--- src/rtl/mem_arbiter.sv ---
// Two-port round-robin arbiter in front of a single-port memory.
// Port 0 is instruction fetch, port 1 is load/store; one access per three cycles.
module mem_arbiter #(
  parameter int N = 10,
  parameter int M = 16
) (
  input  logic         clk,
  input  logic         rst_n,
  input  logic         req0,
  input  logic         req1,
  input  logic         we0,
  input  logic         we1,
  input  logic [N-1:0] addr0,
  input  logic [N-1:0] addr1,
  input  logic [M-1:0] wdata0,
  input  logic [M-1:0] wdata1,
  output logic         ack0,
  output logic         ack1,
  output logic [M-1:0] rdata0,
  output logic [M-1:0] rdata1,
  output logic         mem_we,
  output logic [N-1:0] mem_addr,
  output logic [M-1:0] mem_wdata,
  input  logic [M-1:0] mem_rdata,
  output logic         busy
);

  typedef enum logic [1:0] {IDLE, ACCESS, RESP} state_e;

  state_e       state_q, state_d;
  logic         grant_q, grant_d;
  logic         last_q, last_d;
  logic         mem_we_q, mem_we_d;
  logic [N-1:0] mem_addr_q, mem_addr_d;
  logic [M-1:0] mem_wdata_q, mem_wdata_d;
  logic [M-1:0] rdata0_q, rdata0_d;
  logic [M-1:0] rdata1_q, rdata1_d;
  logic         pick;

  // Under contention the port that was not served last wins.
  assign pick = (req0 && req1) ? ~last_q : req1;

  always_ff @(posedge clk or negedge rst_n) begin
    if (!rst_n) begin
      state_q     <= IDLE;
      grant_q     <= 1'b0;
      last_q      <= 1'b1;
      mem_we_q    <= 1'b0;
      mem_addr_q  <= '0;
      mem_wdata_q <= '0;
      rdata0_q    <= '0;
      rdata1_q    <= '0;
    end else begin
      state_q     <= state_d;
      grant_q     <= grant_d;
      last_q      <= last_d;
      mem_we_q    <= mem_we_d;
      mem_addr_q  <= mem_addr_d;
      mem_wdata_q <= mem_wdata_d;
      rdata0_q    <= rdata0_d;
      rdata1_q    <= rdata1_d;
    end
  end

  always_comb begin
    state_d     = state_q;
    grant_d     = grant_q;
    last_d      = last_q;
    mem_we_d    = mem_we_q;
    mem_addr_d  = mem_addr_q;
    mem_wdata_d = mem_wdata_q;
    rdata0_d    = rdata0_q;
    rdata1_d    = rdata1_q;
    unique case (state_q)
      IDLE: begin
        if (req0 || req1) begin
          grant_d     = pick;
          last_d      = pick;
          mem_addr_d  = pick ? addr1  : addr0;
          mem_we_d    = pick ? we1    : we0;
          mem_wdata_d = pick ? wdata1 : wdata0;
          state_d     = ACCESS;
        end
      end
      ACCESS: begin
        if (!mem_we_q) begin
          if (grant_q) rdata1_d = mem_rdata;
          else         rdata0_d = mem_rdata;
        end
        mem_we_d = 1'b0;
        state_d  = RESP;
      end
      RESP:    state_d = IDLE;
      default: state_d = IDLE;
    endcase
  end

  always_comb begin
    ack0 = (state_q == RESP) && !grant_q;
    ack1 = (state_q == RESP) &&  grant_q;
    busy = (state_q != IDLE);
  end

  assign mem_we    = mem_we_q;
  assign mem_addr  = mem_addr_q;
  assign mem_wdata = mem_wdata_q;
  assign rdata0    = rdata0_q;
  assign rdata1    = rdata1_q;

endmodule
--- config.mk ---
export PLATFORM = sky130hd
export DESIGN_NAME = mem_arbiter
export DESIGN_NICKNAME = d
export VERILOG_FILES = /design/src/rtl/mem_arbiter.sv
export SDC_FILE = /design/constraint.sdc
export NUM_CORES = 1
export LEC_CHECK = 0
export CAP_MARGIN = 20
export CORE_ASPECT_RATIO = 1.25
export CORE_MARGIN = 4
export CORE_UTILIZATION = 35
export CTS_CLUSTER_SIZE = 14
export DETAILED_ROUTE_END_ITERATION = 10
export DONT_BUFFER_PORTS = 1
export PLACE_DENSITY = 0.49
export SLEW_MARGIN = 10
export SYNTH_ARGS = -nofsm -noshare
export SYNTH_HDL_FRONTEND = slang
export SYNTH_SLANG_ARGS = --single-unit
--- constraint.sdc ---
create_clock -name clk -period 1.69 [get_ports clk]
set_clock_uncertainty 0.15 [all_clocks]
set_input_delay 0.169 -clock clk [delete_from_list [all_inputs] [get_ports clk]]
set_output_delay 0.169 -clock clk [all_outputs]
set_load 0.05 [all_outputs]
==> impl_results.md, run 1 <==
- Outcome: finished with violations
- Failing checks: hold timing, setup timing
- Die X: 89.0 um
- Setup crit start kind: flip-flop
- Critical Path AT: 1.83 ns
- Peak VDD IR: 1.59 mV
- Tcrit/Tclk final: 1.04
- Switching power: approximately 5000 uW
- FF+latch area: roughly 0.0016 mm2
- Max-slew headroom: 0.845
- Hold/Removal Path Class: input port to async pin
- Total chip power: 10900 uW
- Required time of the critical path: 1.76 ns
- Worst setup EP type: flip-flop
- Number of flops mapped to enable cells by yosys: 0
- TritonCTS clock tree: done
- CTS Hold Bufs: a little over 70
- Gp weighted congestion: 0.679
- Largest net degree at the start of global routing: 64
- Vias per Instance: 4.85
- Net Sw Frac: 0.458
- Clock Latency Late Sink: roughly 0.33 ns
- Final ANT Viol Nets: 0
- Sequential power share: 0.256
- Initial Util: 0.364
- Via count: a little over 2000
- WL per Instance: approximately 20 um
- Clock group share of total power: 0.129
- YS warnings: 0
- Avg Cell Area, Syn: about 17 um2
- Unrepaired setup endpoints after global routing: yes
- Gr usage total: 0.174
- Fin util: 0.595
- Total Routed Length: roughly 8400 um
- Multi-input gate area: 0.00132 mm2
- Ratio of cells with drive above 1 in the final layout: 0.565
- Highest metal used: met4
- H-tree depth: 3
- Number of global-route vias before repair: approximately 2400
- Finish-stage setup viols: 40
- Clock-pin transition on the worst setup and hold timing paths: 0.07 ns
- Io pins: 136
- CTS Root Cell: clkbuf_8
- Syn_nets: around 250
- Bufs on Longest Clock Path: 2
- Die Y: 109 um
- Slew @ Worst Pin: 0.231 ns
- Final-report max-slew violation count: 0
- Final nets: 400
- DR pass1 iterations: 4
- Top FF cell, synth: dfrtp_1
- IO Port Bufs: 0
- Initial antenna violation count: 0
- Final Hold Fails: 63
- Mapped Area: ~0.0029 mm2
- Layout fillers: 606
- Crit-path max FO: 6
- Starting DRT DRC Count: just under 70
- Crit path kind: flip-flop to flip-flop
- Num rows: 36
- Max Fclk: ~570 MHz
- Setup_tns: -1.08 ns
- Syn-to-layout area delta: 63.4%
- Logic gate share of total power: 0.615
- Core area: 0.00788 mm2
- DIE AREA: 0.00971 mm2
- First-pass GRT wire length: 12400 um
- Register area share after synthesis: 0.550
- Internal power: a little under 6000 uW
- Pleak: approximately 0.0022 uW
- # Max-Cap Violations: 0
- Metal1 wirelength: 2930 um
- CTS Buf Count: 9
- Final setup margin: -0.0695 ns
- Register bit total from synthesis: 63
- Async SR Flop Fraction: 1.00
- Unique masters post-synth: 20
- Hold WS: -0.626 ns
- Mapped Cells: between 150 and 200
- DR WL met3: 625 um
- Post-Place Worst Slack: -0.117 ns
- Post-route DRC: 0
- Min cycle time layout: approximately 1.8 ns
- Routed wl met2: 4600 um
- GR Overflow Total: 0
- Sink Count: 63
- PwrDens: about 2300 mW/mm2
-- logic make-up (layout without fill, tap and decap cells) --
group                  count (synthesis)  after routing  synth area share
DFF                                   63             63             0.550
buffers and inverters                 11            170            0.0366
muxes                                 86             86             0.384
other                                  0              2                 0
and+or+nand+nor                        7              7            0.0170
AOI/OAI and AO/OA                      5              5            0.0122
-- what timing repair did --
item,in CTS,in global routing
pin swaps,1,2
setup buffers,4,0
setup endpoints to repair,42,60
hold endpoints to repair,123,63
resized for setup,12,23
gates cloned,3,0
-- state kept, by name, indices dropped and copies added, names as in the netlist --
| signal | cells |
|---|---|
| grant_q | 1 |
| state_q | 2 |
| mem_addr | 10 |
| mem_wdata | 16 |
| rdata0 | 16 |
| mem_we | 1 |
| last_q | 1 |
| rdata1 | 16 |
-- Yosys cell counts, types with 2 or more instances --
library cell	n	area share
mux2i_1	2	0.0070
inv_1	3	0.0039
dfrtp_1	62	0.54
buf_12	2	0.014
mux2_4	36	0.19
mux2_2	48	0.19
buf_4	2	0.0052
nor3_2	2	0.0070
nor3b_1	2	0.0052
buf_6	3	0.012
-- power groups by stage --
| stage | logic [uW] | registers (uW) | clock network, uW |
|---|---|---|---|
| floorplan | 1870 | 5280 | 0 |
| CTS | 6570 | 2780 | 1450 |
| detailed placement | 6170 | 2790 | 0 |
| global route | 6960 | 2900 | 1540 |
| global placement | 6050 | 2720 | 0 |
| finish | 6730 | 2800 | 1410 |
-- cell usage in the layout, fill, tap and decap left out, drive strengths merged --
cell type / n
a21bo: 1
a21oi: 1
a31oi: 1
buf: 78
bufbuf: 1
bufinv: 2
clkbuf: 10
clkinv: 2
clkinvlp: 2
dfrtp: 62
dfstp: 1
diode: 2
dlygate4sd3: 72
inv: 3
mux2: 84
mux2i: 2
nand2: 1
nand2b: 1
nor2: 1
nor3: 2
nor3b: 2
o21a: 1
o22ai: 1
-- stage by stage --
step / area, um2 / cells
2_1_floorplan: 2890 / 172
3_3_place_gp: 3520 / 332
3_5_place_dp: 3520 / 332
4_1_cts: 4620 / 427
5_1_grt: 4680 / 426
6_report: 4690 / 428
-- path summary, 6_finish.rpt --
kind,startpoint,to,slack (ns),cells after the start
worst max-delay path,last_q,mem_wdata[11],-0.07,5
worst min-delay path,rst_n,rdata1[4],-0.63,0
worst max register to register,last_q,mem_wdata[11],-0.07,5
worst min register to register,rdata0[12],rdata0[12],0.36,1
max in group asynchronous,rst_n,last_q,1.82,0
min in group clk,req0,state_q[0],0.04,2
-- critical path, cell delays in order, from the launching register on --
cell and delay (ns):
dfstp_2 0.54, a21bo_4 0.16, buf_12 0.12, buf_16 0.13
mux2_4 0.30, mux2_4 0.25
-- per-layer routing --
layer,up-vias,GRT usage
li1,926,-
met1,1028,0.172
met3,18,0.0529
met2,104,0.326
met5,-,0
met4,0,0.0723
-- area by class of cell --
class | count | share of cell area
diodes | 2 | 0.00107
flip-flops and latches | 63 | 0.337
well taps | 95 | 0.0254
repair buffers | 151 | 0.308
clock buffers | 10 | 0.0272
inverters | 3 | 0.00240
clock inverters | 6 | 0.0182
multi-input cells | 98 | 0.281
Power figures use the tool's default switching activity.
==> inputs of run 2 (changes only) <==
--- a/config.mk
+++ b/config.mk
@@ -5,6 +5,7 @@
 export SDC_FILE = /design/constraint.sdc
 export NUM_CORES = 1
 export LEC_CHECK = 0
+export ABC_AREA = 1
 export CAP_MARGIN = 20
 export CORE_ASPECT_RATIO = 1.25
 export CORE_MARGIN = 4
@@ -12,8 +13,7 @@
 export CTS_CLUSTER_SIZE = 14
 export DETAILED_ROUTE_END_ITERATION = 10
 export DONT_BUFFER_PORTS = 1
-export PLACE_DENSITY = 0.49
-export SLEW_MARGIN = 10
+export PLACE_DENSITY = 0.61
 export SYNTH_ARGS = -nofsm -noshare
 export SYNTH_HDL_FRONTEND = slang
 export SYNTH_SLANG_ARGS = --single-unit
==> impl_results.md, run 2 <==
- Via count: 2701 (+30%)
- Post-DP Area: 0.00303 mm2 (-14%)
- Top Family by Delay on Critical Path: flip-flops
- Mapped Cells: 373 (+120%)
- Half-perimeter wire length after placement: between 4000 and 5000 um
- Peak VDD IR: 0.932 mV (-41%)
- Unique masters post-synth: 17 (-15%)
- Starting DRT DRC Count: 150 (+120%)
- Placed cells: 462 (+39%)
- Top-area cell type share of the netlist area: 0.531 (-0.0104)
- Setup_tns: 0 ns (+1.08 ns)
- Critical-path top delay cell: dfrtp_1
- Tcrit/Tclk final: 0.910 (-0.131)
- Initial Util: 0.357 (-0.00696)
- Pleak: 0.00214 uW (-3.2%)
- Gr usage total: 0.159 (-0.0146)
- Final-report max-slew violation count: 0 (unchanged)
- Unrepaired setup endpoints after global routing: no
- Crit-path max FO: 3 (-3)
- Synth area leader: dfrtp_1
- Diodes inserted: 0 (-2)
- Worst setup EP type: primary output
- Setup crit start kind: flip-flop
- Number of flops mapped to enable cells by yosys: 0 (unchanged)
- IO Port Bufs: 0 (unchanged)
- Syn-to-layout area delta: 35.0%
- Core area: 0.00819 mm2 (+4.0%)
- Register area share after synthesis: 0.540 (-0.0106)
- Slew @ Worst Pin: 0.511 ns (+0.280 ns)
- Final ANT Viol Nets: 0 (unchanged)
- # Max-Cap Violations: 0 (unchanged)
- Clock group share of total power: 0.140 (+0.011)
- DR pass1 iterations: 7 (+3)
- PwrDens: 2150 mW/mm2 (-7.7%)
- Top-count cell post-synth: nand2_1
- Final Instance Count excl. Fillers: 550 (+29%)
- CTS Buf Count: 9 (unchanged)
- Gp weighted congestion: 0.723 (+6.4%)
- Initial antenna violation count: 0 (unchanged)
- Post-CTS Setup Inserts: 0 (-4)
- Failing checks: hold timing
- Io pins: 136 (unchanged)
- Post-route cell area: 0.00395 mm2 (-16%)
- CTS Root Cell: clkbuf_8
- Critical Path AT: 1.22 ns (-0.61 ns)
- Max stage delay on crit path: 0.42 ns (-0.12 ns)
- Final Hold Fails: 63 (unchanged)
- Buf/Inv on CP: 2 (unchanged)
- Hold WS: -0.632 ns (-0.00574 ns)
- Switching power: 4920 uW (-1.8%)
- Avg Cell Area, Syn: 7.84 um2 (-53%)
- Max-slew headroom: 0.659 (-0.186)
- Leading post-synthesis cells by cell area: dfrtp_1 53%, nand2_1 15%, nand3_1 9.6%, inv_1 9.2%, o21ai_1 5.0%
- Layout fillers: 760 (+25%)
- First-pass GRT wire length: 12200 um (-1.3%)
- Top FF cell, synth: dfrtp_1
- Most frequent cells in the layout: 117 x nand2_1, 72 x inv_1, 71 x dlygate4sd3_1
- Hold/Removal Path Class: input port to async pin
- YS warnings: 0 (unchanged)
- Internal power: 3590 uW (-40%)
- Required time of the critical path: 1.37 ns (-0.39 ns)
- Post-route DRC: 0 (unchanged)
- Sink Count: 63 (unchanged)
- Most common cell after layout, fill and taps aside: nand2_1
- Clock-pin transition on the worst setup and hold timing paths: 0.08 ns (about the same)
- Async SR Flop Fraction: 1.00 (unchanged)
- Mapped Area: 0.00292 mm2 (+2.0%)
- Die X: 89.8 um (+0.89%)
- Num rows: 37 (+2.8%)
- Number of global-route vias before repair: 2398 (-1.2%)
- Critical-path cell list: inv_2 > nor3_2 > buf_4
- Post-synth top cells: 117 x nand2_1, 72 x inv_1, 62 x dfrtp_1, 56 x nand3_1, 29 x o21ai_1
- TritonCTS clock tree: done
- Final nets: 522 (+31%)
- Min cycle time layout: 1.54 ns (-0.222 ns)
- Clock Latency Late Sink: 0.34 ns (about the same)
- Largest net degree at the start of global routing: 64 (unchanged)
- Die Y: 110 um (+0.90%)
- Crit path kind: flip-flop to primary output
- Outcome: finished with violations
- Finish-stage setup viols: 0 (-100%)
- H-tree depth: 3 (unchanged)
- Total Routed Length: 8520 um (+1.8%)
- Register bit total from synthesis: 63 (unchanged)
- Max Fclk: 650 MHz (+14%)
- Sequential power share: 0.618 (+0.362)
- DIE AREA: 0.00989 mm2 (+1.8%)
- Ratio of cells with drive above 1 in the final layout: 0.0839 (-0.481)
- GR Overflow Total: 0 (unchanged)
- Syn_nets: 447 (+82%)
- Bufs on Longest Clock Path: 2 (unchanged)
- WL per Instance: 15.5 um (-21%)
- Logic gate share of total power: 0.242 (-0.373)
- Vias per Instance: 4.91 (+1.2%)
- Fin util: 0.482 (-0.113)
- Net Sw Frac: 0.578 (+0.121)
## run 2: changes by cell type after synthesis, moves of 3 or more
cell / change
buf_4: +3
o21ai_0: +4
nand2_1: +116
buf_2: +11
mux2_4: -36
mux2_2: -48
nand3_1: +56
inv_1: +69
o21ai_1: +29
nor2_1: +3
## run 2: metrics by stage
stage	total power [uW]	hold WS (ns)	setup WS, ns
finish	8510	-0.632	0.152
global route	9010	-0.672	0.0379
CTS	8470	-0.664	0.126
detailed placement	7180	-0.274	0.192
global placement	7100	-0.274	0.284
floorplan	6640	-0.277	0.0750
## run 2: power by group through the flow
stage | clock (uW) | combinational (uW) | sequential, uW
5_1_grt | 1310 | 2360 | 5340
6_report | 1190 | 2060 | 5260
3_3_place_gp | 0 | 1810 | 5290
4_1_cts | 1260 | 1950 | 5260
3_5_place_dp | 0 | 1890 | 5290
2_1_floorplan | 0 | 1500 | 5140
## run 2: final timing paths
| path | slack (ns) | start | to | depth (start not counted) |
|---|---|---|---|---|
| min reg2reg | 0.33 | last_q | last_q | 2 |
| max in group asynchronous | 1.83 | rst_n | last_q | 0 |
| min in group clk | 0.02 | req0 | mem_wdata[2] | 4 |
| max | 0.15 | state_q[1] | ack1 | 3 |
| min | -0.63 | rst_n | mem_addr[9] | 0 |
| max reg2reg | 0.28 | state_q[1] | mem_we | 6 |
## run 2: cells by family after synthesis
| logic type | synth area share |
|---|---|
| and+or+nand+nor | 0.265 |
| AOI/OAI and AO/OA | 0.0595 |
| DFF | 0.540 |
| buffers and inverters | 0.136 |
## run 2: repair_timing
item / CTS / global route
endpoints found under the hold margin: 124 / 92
setup endpoints to repair: 0 / 2
resized for setup: 0 / 1
hold buffers: 34 / 38
## run 2: final cells by class
| cell class | instances | area (um2) | share of cell area |
|---|---|---|---|
| multi-input combinational | 217 | 963 | 0.244 |
| sequential | 63 | 1580 | 0.400 |
| inverter | 74 | 278 | 0.0703 |
| clock inverter | 6 | 45.0 | 0.0114 |
| clock buffer | 10 | 138 | 0.0349 |
| timing repair buffer | 83 | 826 | 0.209 |
| tap | 97 | 121 | 0.0307 |
## run 2: metal layers
| layer | track usage | part of all wire |
|---|---|---|
| met5 | 0 | 0 |
| met4 | 0.0712 | 0.027 |
| met3 | 0.0699 | 0.084 |
| met2 | 0.258 | 0.50 |
| met1 | 0.184 | 0.39 |
